## config.mk

```make
export PLATFORM = sky130hd
export DESIGN_NAME = instr_fetch
export DESIGN_NICKNAME = d
export VERILOG_FILES = /design/src/rtl/mips_pkg.sv /design/src/rtl/next_pc_sel.sv /design/src/rtl/instr_fetch.sv
export SDC_FILE = /design/constraint.sdc
export NUM_CORES = 1
export LEC_CHECK = 0
export ABC_CLOCK_PERIOD_IN_PS = 4400
export CAP_MARGIN = 25
export CORE_MARGIN = 2
export CORE_UTILIZATION = 47
export DETAILED_ROUTE_END_ITERATION = 8
export GPL_TIMING_DRIVEN = 0
export PLACE_DENSITY = 0.89
export SYNTH_ARGS = -nofsm -noshare
export SYNTH_HDL_FRONTEND = slang
export SYNTH_SLANG_ARGS = --single-unit
```

## constraint.sdc

```tcl
create_clock -name clk -period 4.4 [get_ports clk]
set_input_delay 1.1 -clock clk [delete_from_list [all_inputs] [get_ports clk]]
set_output_delay 1.1 -clock clk [all_outputs]
set_load 0.01 [all_outputs]
```

## src/rtl/mips_pkg.sv

```systemverilog
// Shared opcode/funct encodings, fetch FSM states and the default reset PC
// for the instruction fetch front end.
package mips_pkg;

    localparam logic [5:0] OP_R_TYPE = 6'h00;
    localparam logic [5:0] OP_J      = 6'h02;
    localparam logic [5:0] OP_JAL    = 6'h03;
    localparam logic [5:0] OP_BEQ    = 6'h04;
    localparam logic [5:0] OP_BNE    = 6'h05;
    localparam logic [5:0] FUNCT_JR  = 6'h08;

    localparam logic [31:0] DEFAULT_RESET_PC = 32'h0000_0000;

    typedef enum logic [1:0] {
        ST_IDLE  = 2'd0,
        ST_FETCH = 2'd1,
        ST_EXEC  = 2'd2
    } fetch_state_t;

endpackage

```

## src/rtl/next_pc_sel.sv

```systemverilog
// Next-PC select: jump_reg > jump > taken branch > sequential; purely combinational,
// zero latency, no backpressure (result is consumed only when the fetch FSM leaves EXEC).
module next_pc_sel
    import mips_pkg::*;
(
    input  logic [31:0] pc_plus4,
    input  logic [25:0] instr_lo,
    input  logic        branch,
    input  logic        branch_not,
    input  logic        jump,
    input  logic        jump_reg,
    input  logic        alu_zero,
    input  logic [31:0] jr_target,
    output logic [31:0] next_pc,
    output logic        misalign
);

    logic        taken;
    logic [31:0] br_off;

    always_comb begin
        taken    = (branch & alu_zero) | (branch_not & ~alu_zero);
        br_off   = {{14{instr_lo[15]}}, instr_lo[15:0], 2'b00};
        misalign = jump_reg & (jr_target[1:0] != 2'b00);

        if (jump_reg) begin
            next_pc = {jr_target[31:2], 2'b00};
        end else if (jump) begin
            next_pc = {pc_plus4[31:28], instr_lo, 2'b00};
        end else if (taken) begin
            next_pc = pc_plus4 + br_off;
        end else begin
            next_pc = pc_plus4;
        end
    end

endmodule

```

## src/rtl/instr_fetch.sv

```systemverilog
// PC owner and imem req/ack fetcher; ack in cycle N gives instr_valid in N+1, 2 cycles/instr minimum.
// imem_req is held until ack; stall holds EXEC (instr_valid stays high, pc/instr frozen).
module instr_fetch
    import mips_pkg::*;
#(
    parameter logic [31:0] RESET_PC = DEFAULT_RESET_PC
) (
    input  logic        clk,
    input  logic        rst_n,
    output logic        imem_req,
    output logic [31:0] imem_addr,
    input  logic        imem_ack,
    input  logic [31:0] imem_rdata,
    input  logic        stall,
    input  logic        branch,
    input  logic        branch_not,
    input  logic        jump,
    input  logic        jump_reg,
    input  logic        alu_zero,
    input  logic [31:0] jr_target,
    output logic [31:0] instr,
    output logic        instr_valid,
    output logic [31:0] pc,
    output logic [31:0] pc_plus4,
    output logic        align_err
);

    fetch_state_t state_q, state_d;
    logic [31:0]  pc_q, pc_d;
    logic [31:0]  instr_q, instr_d;
    logic         vld_q, vld_d;
    logic         req_q, req_d;
    logic         align_err_q, align_err_d;

    logic [31:0]  next_pc;
    logic         misalign;

    assign pc_plus4 = pc_q + 32'd4;

    next_pc_sel u_next_pc_sel (
        .pc_plus4   (pc_plus4),
        .instr_lo   (instr_q[25:0]),
        .branch     (branch),
        .branch_not (branch_not),
        .jump       (jump),
        .jump_reg   (jump_reg),
        .alu_zero   (alu_zero),
        .jr_target  (jr_target),
        .next_pc    (next_pc),
        .misalign   (misalign)
    );

    always_comb begin
        state_d     = state_q;
        pc_d        = pc_q;
        instr_d     = instr_q;
        vld_d       = vld_q;
        req_d       = req_q;
        align_err_d = align_err_q;

        case (state_q)
            ST_IDLE: begin
                state_d = ST_FETCH;
                req_d   = 1'b1;
            end
            ST_FETCH: begin
                // rdata is only trusted on an ack while a request is outstanding
                if (imem_ack) begin
                    instr_d = imem_rdata;
                    req_d   = 1'b0;
                    vld_d   = 1'b1;
                    state_d = ST_EXEC;
                end
            end
            ST_EXEC: begin
                if (!stall) begin
                    pc_d        = next_pc;
                    vld_d       = 1'b0;
                    req_d       = 1'b1;
                    align_err_d = align_err_q | misalign;
                    state_d     = ST_FETCH;
                end
            end
            default: begin
                state_d = ST_IDLE;
                req_d   = 1'b0;
                vld_d   = 1'b0;
            end
        endcase
    end

    always_ff @(posedge clk or negedge rst_n) begin
        if (!rst_n) begin
            state_q     <= ST_IDLE;
            pc_q        <= RESET_PC;
            instr_q     <= 32'h0;
            vld_q       <= 1'b0;
            req_q       <= 1'b0;
            align_err_q <= 1'b0;
        end else begin
            state_q     <= state_d;
            pc_q        <= pc_d;
            instr_q     <= instr_d;
            vld_q       <= vld_d;
            req_q       <= req_d;
            align_err_q <= align_err_d;
        end
    end

    assign imem_req    = req_q;
    assign imem_addr   = pc_q;
    assign instr       = instr_q;
    assign instr_valid = vld_q;
    assign pc          = pc_q;
    assign align_err   = align_err_q;

endmodule

```

# ---- Yosys cells after proc, flatten, opt, wreduce, memory -nomap -nowiden
# Index checks and enable logic that the tools add are counted.
dict set report totals {
  ramBits 0
  wordCells 38
  n_memories 0
  register_bits 69
  rom_bits 0
  output_inout_bits 131
  latchBits 0
  in_bits 73
}
dict set report classes {
  reduce_logical 6
  order_cmp 0
  bitwise_logic 8
  eq_ne 4
  add_sub_neg 2
  shift 0
  mul 0
  n_div 0
  muxes 12
}
# cell n
set ops {}
lappend ops {{two-way mux 32 bit} 3}
lappend ops {{adder 32 x 3 -> 32 bit (second input constant)} 1}
lappend ops {{adder 32 bit} 1}
lappend ops {{case mux 1 bit (3 select lines)} 2}
lappend ops {{case mux 2 bit (3 select lines)} 1}
lappend ops {{AND reduction 2 bit} 3}
lappend ops {{two-way mux 1 bit} 4}
lappend ops {{two-way mux 2 bit} 2}
lappend ops {{inequality test 2 bit (second input constant)} 2}
lappend ops {{bitwise AND 1 bit} 3}
lappend ops {{inverter 1 bit} 3}
lappend ops {{AND reduction 3 bit} 1}
lappend ops {{equality test 2 x 1 -> 1 bit (second input constant)} 1}
lappend ops {{equality test 2 bit (second input constant)} 1}
lappend ops {{logical NOT 2 bit} 1}
lappend ops {{bitwise OR 1 bit} 2}
lappend ops {{nonzero test 2 bit} 1}

# ---- Logic depth before layout (Yosys ltp)
dict set report depth {
  ltp_word 6
  mapped_depth 17
  mapped_depth_nobuf 15
}

# ---- Modules after synthesis
# Synthesis repeated with hierarchy kept, for this count alone.
dict set report unflattened {
  hier_cells 653
  area_unflattened_um2 5833.1
}
# mod seq_area_each_um2 instances cells_each area_each_um2
set modules_own_cells {}
lappend modules_own_cells {instr_fetch 1701.6 1 263 3334.4}
lappend modules_own_cells {next_pc_sel 0.0 1 390 2498.6}

# ---- Worst setup path after synthesis
# OpenSTA, ideal clock, no wires.
dict set report synth_path {
  path_type {register -> register}
  startpoint {register pc_q[4], in the netlist imem_addr[4]}
  endpoint {register pc_q[28], in the netlist imem_addr[28]}
  n_path_buf 1
  arrival_time_ps 3604
  synth_period_minus_slack_ps 3728
  path_stages_with_launch 16
  path_slack_ps 672
  setup_time_ps 124
  t_required_ps 4276
  cell_sequence {dfrtp_1 > buf_2 > nand4_1 > nor3_1 > and3_1 > xor2_1 > ha_1 > a21oi_2 > o21ai_1 > a21o_1 > a21o_1 > a2111oi_4 > a211oi_1 > or3_1 > a31oi_1 > o21ai_1}
}
dict set report synth_via {
  elab_chain_cells 5
}
# item line_no
set synth_lines {}
lappend synth_lines {{from (decl)} instr_fetch.sv:29} ;# logic [31:0] pc_q, pc_d;
lappend synth_lines {{from (signal assigned)} instr_fetch.sv:102} ;# pc_q <= pc_d;
lappend synth_lines {{adder 32 x 3 -> 32 bit} instr_fetch.sv:38} ;# assign pc_plus4 = pc_q + 32'd4;
lappend synth_lines {{net pc_plus4[13]} instr_fetch.sv:24} ;# output logic [31:0] pc_plus4,
lappend synth_lines {{adder 32 bit} next_pc_sel.sv:31} ;# next_pc = pc_plus4 + br_off;
lappend synth_lines {{two-way mux 32 bit} next_pc_sel.sv:30} ;# end else if (taken) begin
lappend synth_lines {{two-way mux 32 bit} next_pc_sel.sv:28} ;# end else if (jump) begin
lappend synth_lines {{two-way mux 32 bit} next_pc_sel.sv:26} ;# if (jump_reg) begin
# The timed path passes the listed nets, and every way through them passes these cells.
# A chain may end at the register's enable or synchronous reset.

# ---- Final worst setup path
dict set report layout_path {
  startpoint {register pc_q[2], in the netlist imem_addr[2]}
  endpoint {register pc_q[31], in the netlist imem_addr[31]}
}
dict set report layout_via {
  elab_chain_cells 5
}
# item line_no
set layout_lines {}
lappend layout_lines {{adder 32 x 3 -> 32 bit (*)} instr_fetch.sv:38}
lappend layout_lines {{adder 32 bit} next_pc_sel.sv:31}
lappend layout_lines {{two-way mux 32 bit} next_pc_sel.sv:30}
lappend layout_lines {{two-way mux 32 bit (*)} next_pc_sel.sv:28}
lappend layout_lines {{two-way mux 32 bit (*)} next_pc_sel.sv:26}
# Every way passes the cells marked *; elsewhere a longest branch is shown, timed or not.

==> impl_metrics.env <==
export IMPL_status="finished clean"
export IMPL_die_w_um=115
export IMPL_grt_max_degree=67
export IMPL_slew_violations=0
export IMPL_seq_area_frac_synth_pct=28.5
export IMPL_areaGrowthSynthToFinish_pct=42.9
export IMPL_synth_top_area_share_pct=28.5
export IMPL_power_leakage_nw=3.57
export IMPL_dpl_hpwl_um=16100
export IMPL_final_nets=1000
export IMPL_port_buffers=196
export IMPL_globalRoute_busiestLayer="met2"
export IMPL_num_fill_cells=907
export IMPL_first_pass_iters=7
export IMPL_hold_start="align_err"
export IMPL_peakVddDrop_v=0.000475
export IMPL_dieArea_um2=13200
export IMPL_worstHoldEndpoint="align_err"
export IMPL_critPathKind="register to register"
export IMPL_power_frac_clock_pct=10.3
export IMPL_ys_seq_elements=66
export IMPL_r2r_end="imem_addr[31]"
export IMPL_synth_edff_count=0
export IMPL_hold_class="register to register"
export IMPL_place_inst=1026
export IMPL_drcViolationCount=0
export IMPL_fin_cells=1042
export IMPL_required_ns=4.68
export IMPL_grt_met3_usage_pct=6.96
export IMPL_drtAntennaViolNets=0
export IMPL_fin_setup_tns_ns=0
export IMPL_switching_share_pct=47.0
export IMPL_core_area_um2=12000
export IMPL_p_per_area_nw_per_um2=889
export IMPL_p_sw_mw=3.46
export IMPL_grt_overflow=0
export IMPL_met1_usage_pct=41.7
export IMPL_rows=40
export IMPL_routabilityCongestion=0.980
export IMPL_clock_fmax_mhz=235
export IMPL_syn_area_per_cell_um2=8.54
export IMPL_startpoint_type="register"
export IMPL_antenna_cells=0
export IMPL_finClkSkew_ns=0.00920
export IMPL_pwr_share_comb_pct=70.1
export IMPL_die_height_um=115
export IMPL_worst_pin_slew_ns=1.04
export IMPL_clock_latency_ns=0.34
export IMPL_holdBufCountCts=0
export IMPL_avgViaCountPerCell=6.13
export IMPL_async_flop_share_pct=100
export IMPL_syn_inst=678
export IMPL_r2r_cells=16
export IMPL_grt_pass1_vias=6035
export IMPL_finalCritPeriodShare_pct=96.8
export IMPL_drt_iter0_drc=696
export IMPL_fin_crit_ns=4.26
export IMPL_cp_max_fo=8
export IMPL_finish_utilization_pct=68.9
export IMPL_setup_viol=0
export IMPL_cts_setup_buffers=0
export IMPL_p_int_mw=3.90
export IMPL_grtUsageMet2_pct=50.1
export IMPL_start_util_pct=48.2
export IMPL_synth_area_top_cells="dfrtp_1, ha_1, mux2_2"
export IMPL_drt_wl_total_um=21100
export IMPL_worst_slack_ns=0.139
export IMPL_cts_sinks=66
export IMPL_worstPathArrival_ns=4.54
export IMPL_grt_pass1_wl_um=32100
export IMPL_p_seq_share_pct=19.6
export IMPL_yosysTopAreaCell="dfrtp_1"
export IMPL_rr_startpoint="imem_addr[2]"
export IMPL_cts_root_buf="clkbuf_16"
export IMPL_clk_pin_slew_worst_paths_ns=0.06
export IMPL_htree_levels=3
export IMPL_num_io_pins=204
export IMPL_cts_tree="built"
export IMPL_maxCapViolCount=0
export IMPL_antenna_found_initial=0
export IMPL_r2r_slack_ns=0.14
export IMPL_vias=6388
export IMPL_end_kind="register"
export IMPL_finalHoldViolations=0
export IMPL_synth_warnings=0
export IMPL_maxSlewHeadroom_pct=30.9
export IMPL_synth_top_flop_cell="dfrtp_1"
export IMPL_clockBufferDepth=2
export IMPL_syn_cell_area_um2=5790
export IMPL_yosysUniqueCellTypes=69
export IMPL_drive_above_1_share_pct=12.5
export IMPL_wl_per_cell_um=20.2
export IMPL_fin_total_pwr_mw=7.36
export IMPL_whs_path_depth=1
export IMPL_cts_buffers=9
export IMPL_pre_cts_ws_ns=0.299
export IMPL_grt_usage_pct=31.4
[placed cells by master (no fill, tap or decap), drive strengths merged, types with 4 or more instances in the layout]
| cell | n |
|---|---|
| o22ai | 11 |
| a21oi | 45 |
| mux2 | 34 |
| a221oi | 4 |
| nor2 | 50 |
| a31oi | 16 |
| or3 | 6 |
| conb | 6 |
| nand3 | 15 |
| a21o | 20 |
| ha | 36 |
| xor2 | 19 |
| buf | 44 |
| nor4 | 5 |
| o21bai | 6 |
| a211oi | 10 |
| and4 | 4 |
| nand2 | 76 |
| o211ai | 18 |
| clkdlybuf4s50 | 195 |
| inv | 14 |
| o21ai | 46 |
| xnor2 | 24 |
| clkbuf | 33 |
| nor3 | 8 |
| nand2b | 4 |
| nand4 | 19 |
| o21a | 7 |
| dfrtp | 66 |
| and3 | 15 |
[how the worst max path moves through the flow]
stage	startpoint	end	slack, ns	cells after the start
after CTS	imem_addr[2]	imem_addr[28]	0.23	15
after detailed placement	imem_addr[2]	imem_addr[28]	0.30	15
after global routing	imem_addr[2]	imem_addr[31]	-0.06	16
final	imem_addr[2]	imem_addr[31]	0.14	16
after global placement	rst_n	imem_addr[8]	-0.10	1
after floorplan	imem_addr[4]	imem_addr[28]	0.67	15
[metrics by stage]
stage	cell area [µm²]	hold WS, ns
3_5_place_dp	7960	0.471
5_1_grt	8280	0.509
3_3_place_gp	7960	0.469
2_1_floorplan	5810	0.498
4_1_cts	8270	0.498
6_report	8280	0.499
[cells in the mapped netlist, types with 9 or more instances]
| library cell | count |
|---|---|
| nand2_1 | 76 |
| inv_1 | 9 |
| o21ai_1 | 14 |
| buf_4 | 36 |
| nor2_1 | 50 |
| a31oi_1 | 14 |
| xnor2_1 | 23 |
| a21o_1 | 20 |
| nand3_1 | 15 |
| mux2_2 | 34 |
| a211oi_1 | 9 |
| a21oi_1 | 43 |
| o21ai_0 | 32 |
| o211ai_1 | 17 |
| xor2_1 | 19 |
| clkbuf_1 | 24 |
| and3_1 | 15 |
| dfrtp_1 | 66 |
| ha_1 | 36 |
| o22ai_1 | 11 |
| nand4_1 | 17 |
[cell families after synthesis]
| group | Yosys count | synth area share (%) |
|---|---|---|
| xor+xnor | 43 | 6.63 |
| flops | 66 | 28.5 |
| buf+inv | 78 | 7.47 |
| mux | 36 | 6.95 |
| compound gates | 203 | 23.5 |
| fa+ha+maj | 37 | 8.12 |
| simple gates | 214 | 18.8 |
| other cells | 1 | 0.0647 |
[power groups by stage]
stage          Clock (mW)  Combinational [mW]  Sequential [mW]
2_1_floorplan           0                3.01             1.39
3_5_place_dp            0                5.02             1.42
4_1_cts             0.759                5.07             1.42
3_3_place_gp            0                4.92             1.40
5_1_grt             0.790                5.54             1.48
6_report            0.755                5.16             1.44
[timing repair]
action | CTS | global route
endpoints found under the setup margin | 0 | 1
gates resized for setup | 0 | 2
endpoints found under the hold margin | 0 | 0
[area by class of cell]
type / instances / area (µm²) / share of cell area [%]
Multi-Input combinational cell: 539 / 3740 / 45.2
Timing Repair Buffer: 196 / 1960 / 23.7
Sequential cell: 66 / 1650 / 20.0
Buffer: 67 / 392 / 4.73
Clock buffer: 9 / 225 / 2.72
Tap cell: 147 / 184 / 2.22
Clock inverter: 7 / 85.1 / 1.03
Inverter: 11 / 41.3 / 0.499
[layer usage]
metal	wire [µm]	vias up
met1	8150	2981
li1	-	2887
met4	706	0
met5	0	-
met3	2320	64
met2	9900	456
[flip-flops by register name (all words and copies together) (netlist names)]
signal       flops
align_err        1
imem_addr       30
imem_req         1
instr           32
instr_valid      1
state_q          1
[worst max-delay path, stage by stage, from the launching register on]
cell	delay, ns
dfrtp_1	0.56
ha_1	0.31
nand2_1	0.22
nor3_1	0.32
nand4_1	0.17
xnor2_1	0.40
ha_1	0.31
clkbuf_1	0.20
a21o_1	0.21
a211o_1	0.32
a21oi_1	0.14
o21ai_1	0.09
a21oi_2	0.25
o211ai_1	0.22
a21o_1	0.21
a31o_1	0.21
nand3_1	0.08
No activity file was read; power rests on OpenSTA's default activity.
